$ cat src/rtl/rom_arb_pkg.sv
// Shared types and helpers for the instruction-ROM port arbiter.
// Owner encoding, the IF error word and the address checker.
package rom_arb_pkg;

  typedef enum logic {
    OWN_IF = 1'b0,
    OWN_D  = 1'b1
  } owner_e;

  localparam logic [31:0] NOP_WORD = 32'h0000_0013;

  // {misaligned, out_of_range} for a byte address against a word depth
  function automatic logic [1:0] addr_err(
    input logic [31:0] addr,
    input logic [31:0] depth
  );
    logic mis;
    logic oor;
    mis = (addr[1:0] != 2'b00);
    oor = ((addr >> 2) >= depth);
    return {mis, oor};
  endfunction

endpackage

$ cat src/rtl/rom_arb_starve_cnt.sv
// Counts consecutive cycles IF waits while requesting.
// Raises force_if once the wait reaches MAX_WAIT.
module rom_arb_starve_cnt #(
  parameter int MAX_WAIT = 3
) (
  input  logic clk,
  input  logic reset_n,
  input  logic if_req,
  input  logic if_gnt,
  output logic force_if
);

  logic [3:0] cnt_q;
  logic [3:0] cnt_d;

  // saturating count of denied IF cycles, cleared on grant or idle
  always_comb begin
    cnt_d = cnt_q;
    if (!if_req || if_gnt) begin
      cnt_d = 4'd0;
    end else if (cnt_q < 4'(MAX_WAIT)) begin
      cnt_d = cnt_q + 4'd1;
    end
  end

  // counter register
  always_ff @(posedge clk) begin
    if (!reset_n) begin
      cnt_q <= 4'd0;
    end else begin
      cnt_q <= cnt_d;
    end
  end

  assign force_if = (cnt_q == 4'(MAX_WAIT));

endmodule

$ cat src/rtl/rom_port_arbiter.sv
// Shares one combinational ROM read port between IF and D.
// Fixed D priority with an IF starvation guard; registered data.
module rom_port_arbiter #(
  parameter int ADDR_W = 12,
  parameter int DATA_W = 32,
  parameter int DEPTH = 128,
  parameter int MAX_WAIT = 3,
  parameter logic [DATA_W-1:0] NOP_WORD =
    DATA_W'(rom_arb_pkg::NOP_WORD)
) (
  input  logic              clk,
  input  logic              reset_n,
  input  logic              if_req,
  input  logic [ADDR_W-1:0] if_addr,
  output logic              if_gnt,
  output logic              if_rvalid,
  output logic [DATA_W-1:0] if_rdata,
  output logic              if_err,
  input  logic              d_req,
  input  logic [ADDR_W-1:0] d_addr,
  output logic              d_gnt,
  output logic              d_rvalid,
  output logic [DATA_W-1:0] d_rdata,
  output logic              d_err,
  output logic [ADDR_W-1:0] rom_addr,
  input  logic [DATA_W-1:0] rom_inst
);
  import rom_arb_pkg::*;

  logic              force_if;
  logic              if_bad;
  logic              d_bad;
  logic              any_gnt;
  logic              sel_bad;
  logic [ADDR_W-1:0] sel_addr;

  logic              pend_q, pend_d;
  logic              err_q, err_d;
  owner_e            owner_q, owner_d;
  logic [ADDR_W-1:0] rom_addr_q, rom_addr_d;
  logic [DATA_W-1:0] if_rdata_q, if_rdata_d;
  logic [DATA_W-1:0] d_rdata_q, d_rdata_d;

  rom_arb_starve_cnt #(
    .MAX_WAIT(MAX_WAIT)
  ) u_starve (
    .clk     (clk),
    .reset_n (reset_n),
    .if_req  (if_req),
    .if_gnt  (if_gnt),
    .force_if(force_if)
  );

  // address checks, grant decision and ROM address mux
  always_comb begin
    if_bad   = |addr_err(32'(if_addr), 32'(DEPTH));
    d_bad    = |addr_err(32'(d_addr), 32'(DEPTH));
    if_gnt   = reset_n & if_req & (~d_req | force_if);
    d_gnt    = reset_n & d_req & ~if_gnt;
    any_gnt  = if_gnt | d_gnt;
    sel_addr = if_gnt ? if_addr : d_addr;
    sel_bad  = if_gnt ? if_bad : d_bad;
    rom_addr = rom_addr_q;
    if (any_gnt && !sel_bad) begin
      rom_addr = sel_addr;
    end
  end

  // data-phase next state captured at grant
  always_comb begin
    rom_addr_d = rom_addr;
    pend_d     = any_gnt;
    err_d      = any_gnt & sel_bad;
    owner_d    = owner_q;
    if_rdata_d = if_rdata_q;
    d_rdata_d  = d_rdata_q;
    if (if_gnt) begin
      owner_d    = OWN_IF;
      if_rdata_d = if_bad ? NOP_WORD : rom_inst;
    end else if (d_gnt) begin
      owner_d   = OWN_D;
      d_rdata_d = d_bad ? '0 : rom_inst;
    end
  end

  // data-phase registers
  always_ff @(posedge clk) begin
    if (!reset_n) begin
      pend_q     <= 1'b0;
      err_q      <= 1'b0;
      owner_q    <= OWN_IF;
      rom_addr_q <= '0;
      if_rdata_q <= '0;
      d_rdata_q  <= '0;
    end else begin
      pend_q     <= pend_d;
      err_q      <= err_d;
      owner_q    <= owner_d;
      rom_addr_q <= rom_addr_d;
      if_rdata_q <= if_rdata_d;
      d_rdata_q  <= d_rdata_d;
    end
  end

  // response outputs, forced quiet while reset is held
  always_comb begin
    if_rvalid = reset_n & pend_q & (owner_q == OWN_IF);
    d_rvalid  = reset_n & pend_q & (owner_q == OWN_D);
    if_err    = if_rvalid & err_q;
    d_err     = d_rvalid & err_q;
    if_rdata  = reset_n ? if_rdata_q : '0;
    d_rdata   = reset_n ? d_rdata_q : '0;
  end

endmodule

$ cat config.mk
export PLATFORM = sky130hd
export DESIGN_NAME = rom_port_arbiter
export DESIGN_NICKNAME = d
export VERILOG_FILES = /design/src/rtl/rom_arb_pkg.sv /design/src/rtl/rom_arb_starve_cnt.sv /design/src/rtl/rom_port_arbiter.sv
export SDC_FILE = /design/constraint.sdc
export NUM_CORES = 1
export LEC_CHECK = 0
export CAP_MARGIN = 20
export CORE_ASPECT_RATIO = 0.8
export CORE_MARGIN = 5
export CORE_UTILIZATION = 38
export DETAILED_ROUTE_END_ITERATION = 16
export GPL_ROUTABILITY_DRIVEN = 1
export PLACE_DENSITY = 0.86
export SLEW_MARGIN = 10
export SYNTH_ARGS = -nofsm -noshare
export SYNTH_HDL_FRONTEND = slang
export SYNTH_SLANG_ARGS = --single-unit
$ cat constraint.sdc
create_clock -name clk -period 2.1 [get_ports clk]
set_input_delay 0.315 -clock clk [delete_from_list [all_inputs] [get_ports clk]]
set_output_delay 0.315 -clock clk [all_outputs]
set_load 0.01 [all_outputs]
Word level (Yosys, flattened, before mapping)
Cells that the tools add are included.

Output and inout bits: 82. Bits of input ports: 60. Flip-flop bits (word level): 83. Logic and storage cells: 46.

$lt $le $gt $ge: 3. Reduce and logical (&&, ||, !) cells: 11. Eq/ne operators: 1. Bitwise operators: 16. Multiplexer cells: 7. Add/subtract/negate cells: 1.

Operator list (number): $mux 32 (4); $mux 12 (2); $ge 10x8->1 const B (2); $and 1x1->1 (10); $reduce_or 2->1 (4); $add 4x1->4 const B (1); $eq 4x2->1 const B (1); $lt 4x2->1 const B (1); $not 1->1 (4); $reduce_bool 2->1 (2); $logic_not 1->1 (2); $or 1x1->1 (2); $reduce_and 2->1 (1); $logic_and 1x1->1 (1); $logic_or 1x1->1 (1); $mux 1 (1).

Longest topological paths before layout
Depth in word-level cells: 8. Mapped depth: 7. Depth with buffers taken out: 6.

Hierarchy
From an unflattened synthesis, not the netlist that was laid out.

Cells, all modules: 452. Area, all modules: 3628.5 um^2.

Modules (own cells, without submodules): rom_port_arbiter (area each 3458.3 um^2, times used 1, sequential area each 1581.5 um^2, cells an instance 436); rom_arb_starve_cnt (area each 170.2 um^2, times used 1, sequential area each 80.1 um^2, cells an instance 16).

Worst setup path after synthesis
No wires, ideal clock.

Kind: in2out. From: input d_addr[10]. To: output rom_addr[5]. Arrival time: 2.006 ns. Cell stages on the path: 5. Required time: 1.785 ns. Path buffers: 1. Slack: -0.221 ns. Cell sequence: or4_4 > or3_1 > mux2_4 > clkbuf_1 > a211oi_1.

Word-level cells in the longest chain between the ends: 6.

Ends and longest elaborated chain: start, declared (line rom_port_arbiter.sv:20) `input logic [ADDR_W-1:0] d_addr,`; $ge 10x8->1 (line rom_arb_pkg.sv:20) `oor = ((addr >> 2) >= depth);`; $reduce_or 2->1 (line rom_port_arbiter.sv:57) `d_bad = |addr_err(32'(d_addr), 32'(DEPTH));`; $mux 1 (line rom_port_arbiter.sv:62) `sel_bad = if_gnt ? if_bad : d_bad;`; $logic_not 1->1 (line rom_port_arbiter.sv:64) `if (any_gnt && !sel_bad) begin`; $logic_and 1x1->1 (line rom_port_arbiter.sv:64); $mux 12 (line rom_port_arbiter.sv:64); end, declared (line rom_port_arbiter.sv:25) `output logic [ADDR_W-1:0] rom_addr,`.

Every way passes these cells.

Worst setup path after layout
From: register u_starve.cnt_q[1]. To: output rom_addr[5].

Word-level cells in the longest chain between the ends: 8. Elaborated cells between the ends (all ways): 11.

Ends and longest elaborated chain: start, declared (line rom_arb_starve_cnt.sv:13) `logic [3:0] cnt_q;`; start signal, assigned (line rom_arb_starve_cnt.sv:31) `cnt_q <= cnt_d;`; $eq 4x2->1 * (line rom_arb_starve_cnt.sv:35) `assign force_if = (cnt_q == 4'(MAX_WAIT));`; $or 1x1->1 * (line rom_port_arbiter.sv:58) `if_gnt = reset_n & if_req & (~d_req | force_if);`; $and 1x1->1 * (line rom_port_arbiter.sv:58); $not 1->1 (no source line); $and 1x1->1 (line rom_port_arbiter.sv:59) `d_gnt = reset_n & d_req & ~if_gnt;`; $or 1x1->1 (line rom_port_arbiter.sv:60) `any_gnt = if_gnt | d_gnt;`; $logic_and 1x1->1 (line rom_port_arbiter.sv:64); $mux 12 * (line rom_port_arbiter.sv:64).

Mark *: on every way between the ends. The rest lies on a longest branch, timed or not.

==> results.md <==
- Syn nets: 460
- Clock Sinks: 83
- Most used DFF post-synth: dfxtp_1
- Total grt overflow: 0
- First drt pass iteration count: 5
- Setup-failing EPs final: 18
- Initial antenna violation count: 0
- PD cells: 569 mW/mm^2
- Worst-case clock buffer depth: 2
- DIE WIDTH: 115 um
- Post-route setup slack: -559 ps
- Most common cell after layout, fill and taps aside: clkdlybuf4s50_1
- Clock tree from TritonCTS: built
- Final TNS setup: -6070 ps
- Critical-path cell list: ha_4, nor3b_4, o211ai_1, buf_4, clkinvlp_4, buf_8, nor4_1, buf_4, a211oi_4, buf_2
- Post-synth top area share: 49.2%
- Kind of critical path: register to output pin
- Combinational power share: 10.6%
- Setup crit end kind: output pin
- Fillers: 675
- Relative slew margins: 64.8%
- Drt wl/cell: 16.7 um
- Slowest cell on the critical path: nor4_1
- Tmin final: 2660 ps
- Post-synth EDFFs: 0
- Dpl cells: 666
- Yosys Warn Count: 0
- Worst Tran Pin Value: 515 ps
- Syn Inst Count: 399
- Fmax: 0.376 GHz
- Routability-driven placement congestion ratio: 0.844
- Post-synthesis register bit count: 83
- Static Leak: 0.00253 uW
- Clock skew: 5.55 ps
- RSZ-0062 raised after global routing: true
- Switching part of the total power: 22.7%
- Worst-path clk slew: 80 ps
- Clk_lat worst skew: 340 ps
- Worst path max stage delay: 350 ps
- PortBufs: 141
- GRT Total Usage: 20.7%
- Die height: 94.3 um
- Commonest non-fill, non-tap cells in the layout: clkdlybuf4s50_1, dfxtp_1, inv_1
- DRC viols: 0
- Multi-input logic area: 0.00167 mm^2
- Mapped cell area: 0.00337 mm^2
- Hold WC Path Type: register to register
- Max cap viols: 0
- Fin. Hold Viols: 0
- Final instance count without filler cells: 701
- P&R area growth vs syn: 74.3%
- CP most frequent cell: buf_4
- Core Area: 0.00856 mm^2
- Max rail drop VDD: 396 uV
- First-pass GRT wire length: 17700 um
- Final period util: 127%
- Power, Total: 3340 uW
- H-Tree Depth: 3
- Initial Util: 39.4%
- Final core utilization: 68.7%
- Sequential-to-total area share from yosys stat: 49.2%
- Nets: 645
- Async SR Flop Fraction: 0%
- Final wirelength: 11700 um
- 1st-iter DRT viols: 157
- Area contributors post-synth: dfxtp_1, a22o_1, and2_1
- # IOs: 142
- Failing checks: negative setup slack
- CP startpoint kind: register
- Cell taking the most area after synthesis: dfxtp_1
- Power share of the sequential group: 47.8%
- Syn Area/Cell: 8.46 um^2
- Max Slew Vio Count: 0
- DP HPWL: 7990 um
- # diodes: 0
- CTS Buf Count: 9
- Clock Tree Root: clkbuf_8
- Clock group share of total power: 41.6%
- Crit path max fanout: 7
- Vias per cell: 5.07
- Via count: 3555
- Vias in the first global route: 3531
- Die area: 0.0109 mm^2
- P_sw: 758 uW
- CTS Hold Bufs: 0
- Synth cell types: 29
- WP data required: 1780 ps
- Final antenna-violating net count: 0
- Row count: 30
- Register area: 0.00166 mm^2
- Run status: finished with violations
- Pin count of the biggest net entering global routing: 65
- WP data arrival: 2340 ps
- Cell internal pwr: 2580 uW
- Layout cell share with drive strength beyond 1: 22.6%
- Post-Place Setup Slack: -1020 ps
repair_timing:
| action | in CTS | in global routing |
|---|---|---|
| endpoints found under the setup margin | 63 | 39 |
| buffers inserted | 13 | 8 |
| pin swaps | 8 | 11 |
| gates cloned | 1 | 0 |
| gates resized for setup | 87 | 39 |
through the flow:
stage / cell area, um^2 / hold slack (ps)
floorplan: 3460 / 425
global placement: 5270 / 448
detailed placement: 5270 / 448
CTS: 5680 / 476
global route: 5880 / 491
finish: 5880 / 474
worst max-delay path: cells and delay by family (launching register included):
family	cells	cell delay, ps
AOI/OAI and AO/OA	2	210
buffers and inverters	5	790
adders and majority gates	1	160
and+or+nand+nor	2	490
DFF	1	340
flip-flops by register name (all words and copies together), names as in the netlist:
name and cells:
if_rdata_q 32, pend_q 1, err_q 1, owner_q 1, d_rdata_q 32, u_starve.cnt_q 4, rom_addr_q 12
cells by family after synthesis:
| group | count (synthesis) | synth area share (%) |
|---|---|---|
| and+or+nand+nor | 152 | 23.3 |
| AOI/OAI and AO/OA | 84 | 17.2 |
| buffers and inverters | 76 | 8.71 |
| adders and majority gates | 1 | 0.371 |
| muxes | 3 | 1.11 |
| DFF | 83 | 49.2 |
cell usage after synthesis (all sizes together), types with 2 or more instances:
| cell type | n |
|---|---|
| and3 | 6 |
| or3 | 2 |
| buf | 3 |
| a21oi | 4 |
| dfxtp | 83 |
| nor4 | 11 |
| a2111oi | 5 |
| a22o | 29 |
| clkbuf | 28 |
| nor2 | 14 |
| nand2 | 35 |
| nor3b | 2 |
| mux2 | 3 |
| or2 | 3 |
| o21ai | 35 |
| inv | 45 |
| nand3 | 33 |
| nor3 | 7 |
| and2 | 37 |
| a211oi | 9 |
path summary, 6_finish.rpt:
check	startpoint	to	slack, ps	depth (start not counted)
worst max register to register	u_starve.cnt_q[1]$_SDFFE_PP0N_	rom_addr_q[5]$_SDFF_PN0_	-390	10
worst max-delay path	u_starve.cnt_q[1]$_SDFFE_PP0N_	rom_addr[5]	-560	10
worst min-delay path	if_rdata_q[21]$_SDFFE_PN0P_	if_rdata_q[21]$_SDFFE_PN0P_	470	1
worst min register to register	if_rdata_q[21]$_SDFFE_PN0P_	if_rdata_q[21]$_SDFFE_PN0P_	470	1
power by group through the flow:
stage,Clock [uW],Sequential [uW],Combinational [uW]
6_report,1390,1600,355
5_1_grt,1500,1600,377
4_1_cts,1420,1600,330
3_5_place_dp,0,1630,317
3_3_place_gp,0,1630,309
2_1_floorplan,0,1630,104
area by class of cell:
cell class,count,share of cell area [%]
Clock buffer,9,2.11
Clock inverter,7,2.11
Inverter,45,3.00
Multi-Input combinational cell,241,28.4
Sequential cell,83,28.3
Tap cell,112,2.38
Timing Repair Buffer,204,33.7
layer usage:
layer  global-route usage (%)  part of all wire, %
met3                     6.25                  6.3
met5                        0                    0
met1                     24.1                   40
met2                     36.2                   51
met4                     6.65                  2.1
(Power assumes the default switching activity.)
